$ cat src/rtl/color_bounce_render_if.sv
// Control and VGA plot-bus signals between the frame controller, the renderer and vga_adapter.
// The master side requests a render; the slave side is the renderer that drives the pixel bus.
interface color_bounce_render_if;
  logic       start;
  logic       busy;
  logic       done;
  logic [7:0] x;
  logic [6:0] y;
  logic [2:0] colour;
  logic       plot;

  modport master (output start, input busy, done, x, y, colour, plot);
  modport slave  (input start, output busy, done, x, y, colour, plot);
endinterface

$ cat src/rtl/color_bounce_render.sv
// Snapshots ball/platform state on start and rasterises erase-ball, ball and four platforms
// into the VGA plot interface, one pixel per cycle, with every output registered.
module color_bounce_render #(
  parameter logic [7:0] BALL_X       = 8'd40,
  parameter int         BALL_SIZE    = 4,
  parameter int         PLAT_W       = 16,
  parameter int         PLAT_H       = 2,
  parameter logic [6:0] PLAT_Y0      = 7'd30,
  parameter logic [6:0] PLAT_SPACING = 7'd24,
  parameter logic [2:0] BG_COLOUR    = 3'b000
) (
  input  logic                  clk,
  input  logic                  reset,
  input  logic [7:0]            prev_ball_in,
  input  logic [7:0]            curr_ball_in,
  input  logic [2:0]            color_ball_in,
  input  logic [11:0]           color_plats_in,
  input  logic [27:0]           position_plats_in,
  color_bounce_render_if.slave  bus
);

  // state   | meaning
  // S_IDLE  | waiting for start
  // S_ERASE | painting previous ball square with background
  // S_BALL  | painting current ball square
  // S_PLAT  | painting platform r_idx
  // S_DONE  | one-cycle completion pulse
  typedef enum logic [2:0] {S_IDLE, S_ERASE, S_BALL, S_PLAT, S_DONE} state_t;

  localparam logic [4:0] BALL_LAST = 5'(BALL_SIZE - 1);
  localparam logic [4:0] PW_LAST   = 5'(PLAT_W - 1);
  localparam logic [4:0] PH_LAST   = 5'(PLAT_H - 1);

  state_t      r_state, w_state_n;
  logic [4:0]  r_dx, r_dy, w_dx_n, w_dy_n;
  logic [1:0]  r_idx, w_idx_n;
  logic [7:0]  r_prev, r_curr, w_prev_n, w_curr_n;
  logic [2:0]  r_cball, w_cball_n;
  logic [11:0] r_cplats, w_cplats_n;
  logic [27:0] r_pos, w_pos_n;
  logic [7:0]  r_x, w_x_n;
  logic [6:0]  r_y;
  logic [2:0]  r_colour, w_colour_n;
  logic        r_plot, r_busy, r_done, w_busy_n;
  logic [7:0]  w_yb;
  logic [6:0]  w_plat_y;

  always_comb begin
    w_state_n  = r_state;
    w_dx_n     = r_dx;
    w_dy_n     = r_dy;
    w_idx_n    = r_idx;
    w_prev_n   = r_prev;
    w_curr_n   = r_curr;
    w_cball_n  = r_cball;
    w_cplats_n = r_cplats;
    w_pos_n    = r_pos;
    case (r_state)
      S_IDLE: begin
        if (bus.start) begin
          w_prev_n   = prev_ball_in;
          w_curr_n   = curr_ball_in;
          w_cball_n  = color_ball_in;
          w_cplats_n = color_plats_in;
          w_pos_n    = position_plats_in;
          w_dx_n     = '0;
          w_dy_n     = '0;
          w_idx_n    = '0;
          w_state_n  = (prev_ball_in == curr_ball_in) ? S_BALL : S_ERASE;
        end
      end
      S_ERASE, S_BALL: begin
        if (r_dx != BALL_LAST) begin
          w_dx_n = r_dx + 5'd1;
        end else begin
          w_dx_n = '0;
          if (r_dy != BALL_LAST) begin
            w_dy_n = r_dy + 5'd1;
          end else begin
            w_dy_n    = '0;
            w_idx_n   = '0;
            w_state_n = (r_state == S_ERASE) ? S_BALL : S_PLAT;
          end
        end
      end
      S_PLAT: begin
        if (r_dx != PW_LAST) begin
          w_dx_n = r_dx + 5'd1;
        end else begin
          w_dx_n = '0;
          if (r_dy != PH_LAST) begin
            w_dy_n = r_dy + 5'd1;
          end else begin
            w_dy_n = '0;
            if (r_idx == 2'd3) w_state_n = S_DONE;
            else               w_idx_n   = r_idx + 2'd1;
          end
        end
      end
      S_DONE:  w_state_n = S_IDLE;
      default: w_state_n = S_IDLE;
    endcase
  end

  // Outputs are derived from the next pixel so the registered bus shows it one cycle after start.
  always_comb begin
    w_x_n      = '0;
    w_yb       = '0;
    w_colour_n = '0;
    w_busy_n   = 1'b0;
    w_plat_y   = PLAT_Y0 + 7'(w_idx_n) * PLAT_SPACING + 7'(w_dy_n);
    case (w_state_n)
      S_ERASE: begin
        w_x_n      = BALL_X + {3'b000, w_dx_n};
        w_yb       = w_prev_n + {3'b000, w_dy_n};
        w_colour_n = BG_COLOUR;
        w_busy_n   = 1'b1;
      end
      S_BALL: begin
        w_x_n      = BALL_X + {3'b000, w_dx_n};
        w_yb       = w_curr_n + {3'b000, w_dy_n};
        w_colour_n = w_cball_n;
        w_busy_n   = 1'b1;
      end
      S_PLAT: begin
        w_x_n      = {1'b0, w_pos_n[int'(w_idx_n) * 7 +: 7]} + {3'b000, w_dx_n};
        w_yb       = {1'b0, w_plat_y};
        w_colour_n = w_cplats_n[int'(w_idx_n) * 3 +: 3];
        w_busy_n   = 1'b1;
      end
      default: ;
    endcase
  end

  always_ff @(posedge clk) begin
    if (reset) begin
      r_state  <= S_IDLE;
      r_dx     <= '0;
      r_dy     <= '0;
      r_idx    <= '0;
      r_prev   <= '0;
      r_curr   <= '0;
      r_cball  <= '0;
      r_cplats <= '0;
      r_pos    <= '0;
      r_x      <= '0;
      r_y      <= '0;
      r_colour <= '0;
      r_plot   <= 1'b0;
      r_busy   <= 1'b0;
      r_done   <= 1'b0;
    end else begin
      r_state  <= w_state_n;
      r_dx     <= w_dx_n;
      r_dy     <= w_dy_n;
      r_idx    <= w_idx_n;
      r_prev   <= w_prev_n;
      r_curr   <= w_curr_n;
      r_cball  <= w_cball_n;
      r_cplats <= w_cplats_n;
      r_pos    <= w_pos_n;
      r_x      <= w_x_n;
      r_y      <= w_yb[6:0];
      r_colour <= w_colour_n;
      r_plot   <= w_busy_n && (w_yb < 8'd120);
      r_busy   <= w_busy_n;
      r_done   <= (w_state_n == S_DONE);
    end
  end

  assign bus.x      = r_x;
  assign bus.y      = r_y;
  assign bus.colour = r_colour;
  assign bus.plot   = r_plot;
  assign bus.busy   = r_busy;
  assign bus.done   = r_done;

endmodule

$ cat src/flat_wrapper.sv
// flat-port wrapper written by rule: the top's interface ports become plain ports
module color_bounce_render_flat 
#(
  parameter logic [7:0] BALL_X       = 8'd40,
  parameter int         BALL_SIZE    = 4,
  parameter int         PLAT_W       = 16,
  parameter int         PLAT_H       = 2,
  parameter logic [6:0] PLAT_Y0      = 7'd30,
  parameter logic [6:0] PLAT_SPACING = 7'd24,
  parameter logic [2:0] BG_COLOUR    = 3'b000
)
  (clk, reset, prev_ball_in, curr_ball_in, color_ball_in, color_plats_in, position_plats_in, bus_start, bus_busy, bus_done, bus_x, bus_y, bus_colour, bus_plot);
  color_bounce_render_if bus_i ();
  input  logic clk;
  input  logic reset;
  input  logic [7:0] prev_ball_in;
  input  logic [7:0] curr_ball_in;
  input  logic [2:0] color_ball_in;
  input  logic [11:0] color_plats_in;
  input  logic [27:0] position_plats_in;
  input wire logic [$bits(bus_i.start)-1:0] bus_start;
  output wire logic [$bits(bus_i.busy)-1:0] bus_busy;
  output wire logic [$bits(bus_i.done)-1:0] bus_done;
  output wire logic [$bits(bus_i.x)-1:0] bus_x;
  output wire logic [$bits(bus_i.y)-1:0] bus_y;
  output wire logic [$bits(bus_i.colour)-1:0] bus_colour;
  output wire logic [$bits(bus_i.plot)-1:0] bus_plot;
  assign bus_i.start = bus_start;
  assign bus_busy = bus_i.busy;
  assign bus_done = bus_i.done;
  assign bus_x = bus_i.x;
  assign bus_y = bus_i.y;
  assign bus_colour = bus_i.colour;
  assign bus_plot = bus_i.plot;
  color_bounce_render #(.BALL_X(BALL_X), .BALL_SIZE(BALL_SIZE), .PLAT_W(PLAT_W), .PLAT_H(PLAT_H), .PLAT_Y0(PLAT_Y0), .PLAT_SPACING(PLAT_SPACING), .BG_COLOUR(BG_COLOUR)) u_core (.clk(clk), .reset(reset), .prev_ball_in(prev_ball_in), .curr_ball_in(curr_ball_in), .color_ball_in(color_ball_in), .color_plats_in(color_plats_in), .position_plats_in(position_plats_in), .bus(bus_i));
endmodule
$ cat config.mk
export PLATFORM = sky130hd
export DESIGN_NAME = color_bounce_render_flat
export DESIGN_NICKNAME = d
export VERILOG_FILES = /design/src/rtl/color_bounce_render_if.sv /design/src/rtl/color_bounce_render.sv /design/src/flat_wrapper.sv
export SDC_FILE = /design/constraint.sdc
export NUM_CORES = 1
export LEC_CHECK = 0
export BUFFER_PORTS_ARGS = -buffer_cell sky130_fd_sc_hd__buf_2
export CAP_MARGIN = 30
export CORE_MARGIN = 10
export CORE_UTILIZATION = 35
export DETAILED_ROUTE_END_ITERATION = 12
export RECOVER_POWER = 50
export SLEW_MARGIN = 20
export SYNTH_ARGS = -nofsm -noshare
export SYNTH_HDL_FRONTEND = slang
export SYNTH_SLANG_ARGS = --single-unit
$ cat constraint.sdc
create_clock -name clk -period 3.7 [get_ports clk]
set_input_delay 0.185 -clock clk [delete_from_list [all_inputs] [get_ports clk]]
set_output_delay 0.185 -clock clk [all_outputs]
set_load 0.05 [all_outputs]
==> results.md <==
- Nets@finish: about 830
- Cells after DPL: ~900
- Max Clock Freq: between 200 and 300 MHz
- Startpoint class of the critical path: flip-flop
- Switching portion of total power: ~29%
- Die ar.: 0.0199 sq mm
- Hold/Removal Path Class: in -> reg
- Initial DRT Pass Iterations: 5
- Design area: 0.00680 sq mm
- PortBufs: slightly above 80
- Reg2reg setup slack: roughly 0.055 ns
- Largest net degree at the start of global routing: 50
- Worst vdd ir: approximately 0.23 mV
- Root buffer cell: clkbuf_16
- First DRT Iteration DRCs: between 300 and 400
- Final routed DRC violation total: 0
- Int Power: 1.73 mW
- Unrepaired setup endpoints after global routing: yes
- Power per standard cell area: ~360 mW/mm^2
- Dpl cell area: between 0.006 and 0.007 sq mm
- Die Ht: between 100 and 150 microns
- Net Switching: just under 700 uW
- Slew Limit Fails: 0
- Vias/cell: just over 5
- Top cell type's share of synthesized area: approximately 37%
- Sequential power share: about 45%
- CTS tree: yes
- CTS sink count: between 90 and 100
- Wire per inst: 15.6 microns
- Prevailing post-synth register cell: dfxtp_1
- Worst-Margin Slew: 0.769 ns
- CTS Buf Count: 9
- Num ports: 83
- Critical path's slowest cell: or4b_4
- Hold path depth: 3
- FF+latch count, synth: 95
- Clock transition at path regs: 0.08 ns
- Slew margin rel.: between 40% and 50%
- Final Instance Count excl. Fillers: slightly above 900
- Total number of vias: between 4000 and 5000
- Syn nets: 698
- Clk pwr share: 37.4%
- Req. time, crit path: a little under 4 ns
- Syn-to-layout area delta: 32.7%
- Area leader, netlist: dfxtp_1
- Syn. warnings: 0
- CTS hold repair buffers: 0
- Commonest non-fill, non-tap cells in the layout: 89 x dfxtp_1, 84 x nand2_1, 72 x buf_4
- Cell mode on critical path: ha_2
- Distinct cells, synth: between 60 and 70
- Post-DP HPWL: between 10 and 15 mm
- Worst r2r src: u_core.r_dy[1]$_SDFF_PP0_
- Clock skew: between 0.015 and 0.02 ns
- Antenna violations before repair: 0
- Clk Latency, worst-skew pair: between 0.3 and 0.4 ns
- Max FO, Critical Path: 7
- Vias in the first global route: 4622
- Deepest clock path buffer count: 2
- CP arrival: 3.91 ns
- DRT Wirelength: 14.5 mm
- Core area: 0.0144 sq mm
- Worst r2r dst: u_core.bus.plot$_SDFF_PP0_
- Number of synthesized flops with an enable pin: 0
- Post-route clock period utilization: 98.5%
- Worst Setup SP: u_core.r_dy[1]$_SDFF_PP0_
- First-pass GRT wire length: ~23 mm
- Mean Syn Cell Area: about 8.4 sq um
- CP Cell Sequence: ha_2, or4b_4, o21ai_4, nand2_4, or2_4, buf_6, nand2_1, and3_4, a31oi_1, ha_2, o21ai_1, o21bai_1, a21o_1, o311a_4, nor3_2, o2bb2a_4, a221oi_2
- Share of cells above drive strength 1: between 20% and 30%
- Logic gate share of total power: 17.3%
- CP endpoint kind: flip-flop
- Commonest non-fill, non-tap cell in the layout: dfxtp_1
- Post-layout min period: roughly 3.6 ns
- Reg2Reg Depth: 17
- Initial Util: a little over a third
- Leakage power: between 2 and 3 nW
- DIE WIDTH: between 100 and 150 microns
- Seq/Total Area, Yosys: a little under two fifths
- Final-report setup violation count: 0
- Total power: roughly 2.4 mW
- ANT nets after route: 0
- Crit path to: u_core.bus.plot$_SDFF_PP0_
- Largest cells by area after synthesis: dfxtp_1 37%, mux2i_1 11%, nand2_1 6.2%, ha_1 5.4%, nor2_1 5.3%
- Max cap viols: 0
- Kind of critical path: reg -> reg
- Ant diodes: 0
- Total global-route track usage: about 14%
- Outcome: finished, final reports clean
- Routability cong.: roughly 0.85
- Final hold vios: 0
- Fraction of registers with async set/reset: 0%
- Hold slack: between 0.06 and 0.07 ns
- Cells after Synth: between 600 and 700
- # rows: 44
- Grt ovf: 0
- Worst path max stage delay: around 0.5 ns
- CTS HTree Levels: 3
- Cell Area, Synth: just over 0.005 sq mm
==> power groups by stage <==
stage	sequential (mW)	combinational, mW	clock (mW)
3_3_place_gp	1.12	0.395	0
3_5_place_dp	1.12	0.405	0
5_1_grt	1.10	0.459	0.987
6_report	1.10	0.419	0.908
2_1_floorplan	1.15	0.236	0
4_1_cts	1.10	0.409	0.932
==> layer usage <==
metal / track usage (%) / wire [microns] / vias to the layer above / part of all wire (%)
met5: 0 / 0 / - / 0
met4: 6.68 / 336 / 0 / 2.3
met3: 3.09 / 685 / 22 / 4.7
met2: 21.7 / 6740 / 116 / 46
met1: 17.9 / 6750 / 2271 / 47
li1: - / - / 2403 / -
==> layout make-up <==
| class | count | area [sq um] |
|---|---|---|
| clock buffers | 10 | 239 |
| clock inverters | 6 | 51.3 |
| fillers | 1439 | 7630 |
| inverters | 22 | 82.6 |
| multi-input cells | 458 | 3310 |
| flip-flops and latches | 95 | 1910 |
| well taps | 184 | 230 |
| repair buffers | 158 | 971 |
==> state kept, by name (all words and copies together), names as in the netlist <==
| signal | count |
|---|---|
| u_core.bus.done | 1 |
| u_core.r_prev | 8 |
| u_core.r_cball | 3 |
| u_core.r_dx | 5 |
| u_core.r_dy | 5 |
| u_core.r_state | 3 |
| u_core.r_curr | 8 |
| u_core.bus.plot | 1 |
| u_core.r_pos | 28 |
| u_core.bus.x | 8 |
| u_core.r_idx | 2 |
| u_core.bus.busy | 1 |
| u_core.bus.y | 7 |
| u_core.bus.colour | 3 |
| u_core.r_cplats | 12 |
==> metrics by stage <==
| stage | setup TNS [ns] | util (%) | worst slack (ns) |
|---|---|---|---|
| finish | 0 | 47.1 | 0.0552 |
| detailed placement | -0.355 | 43.3 | -0.191 |
| floorplan | 0 | - | 0.0145 |
| global placement | -0.0938 | 43.3 | -0.0789 |
| global route | -0.162 | 47.1 | -0.0840 |
| CTS | 0 | 45.8 | 0.00181 |
==> worst max-delay path, delay by kind of cell, from the launching register on <==
family / cells / cell delay (ns)
flops: 1 / 0.33
compound gates: 8 / 1.38
simple gates: 6 / 1.18
buf+inv: 1 / 0.13
fa+ha+maj: 2 / 0.52
==> cell families after synthesis <==
group | share of synthesized area (%)
flops | 37.1
buf+inv | 4.50
compound gates | 16.4
xor+xnor | 3.08
simple gates | 19.7
fa+ha+maj | 6.94
mux | 12.2
==> worst min-delay path by stage <==
stage | start | to | slack (ns)
finish | position_plats_in[12] | u_core.r_pos[12]$_SDFF_PP0_ | 0.07
CTS | position_plats_in[12] | u_core.r_pos[12]$_SDFF_PP0_ | 0.06
detailed placement | position_plats_in[12] | u_core.r_pos[12]$_SDFF_PP0_ | 0.44
global route | position_plats_in[26] | u_core.r_pos[26]$_SDFF_PP0_ | 0.07
global placement | u_core.r_curr[7]$_SDFF_PP0_ | u_core.r_curr[7]$_SDFF_PP0_ | 0.44
floorplan | position_plats_in[5] | u_core.r_pos[5]$_SDFF_PP0_ | 0.32
==> Yosys cell counts, types with 5 or more instances <==
master    count
dfxtp_1      95
nand2_1      85
nor2_1       72
mux2i_1      57
a21oi_1      46
clkbuf_1     26
ha_1         22
inv_1        22
o21ai_0      21
xnor2_1      17
and3_1       10
a31oi_1       9
a211oi_1      8
a21o_1        8
nand3_1       8
buf_2         6
nor3_1        6
nor3b_1       6
and2_1        5
mux2_2        5
==> what timing repair did <==
action | in CTS | in global routing
endpoints found under the setup margin | 8 | 9
pin swaps | 0 | 19
hold endpoints to repair | 0 | 0
resized for setup | 14 | 49
buffers inserted | 1 | 5
No activity file was read; power rests on OpenSTA's default activity.
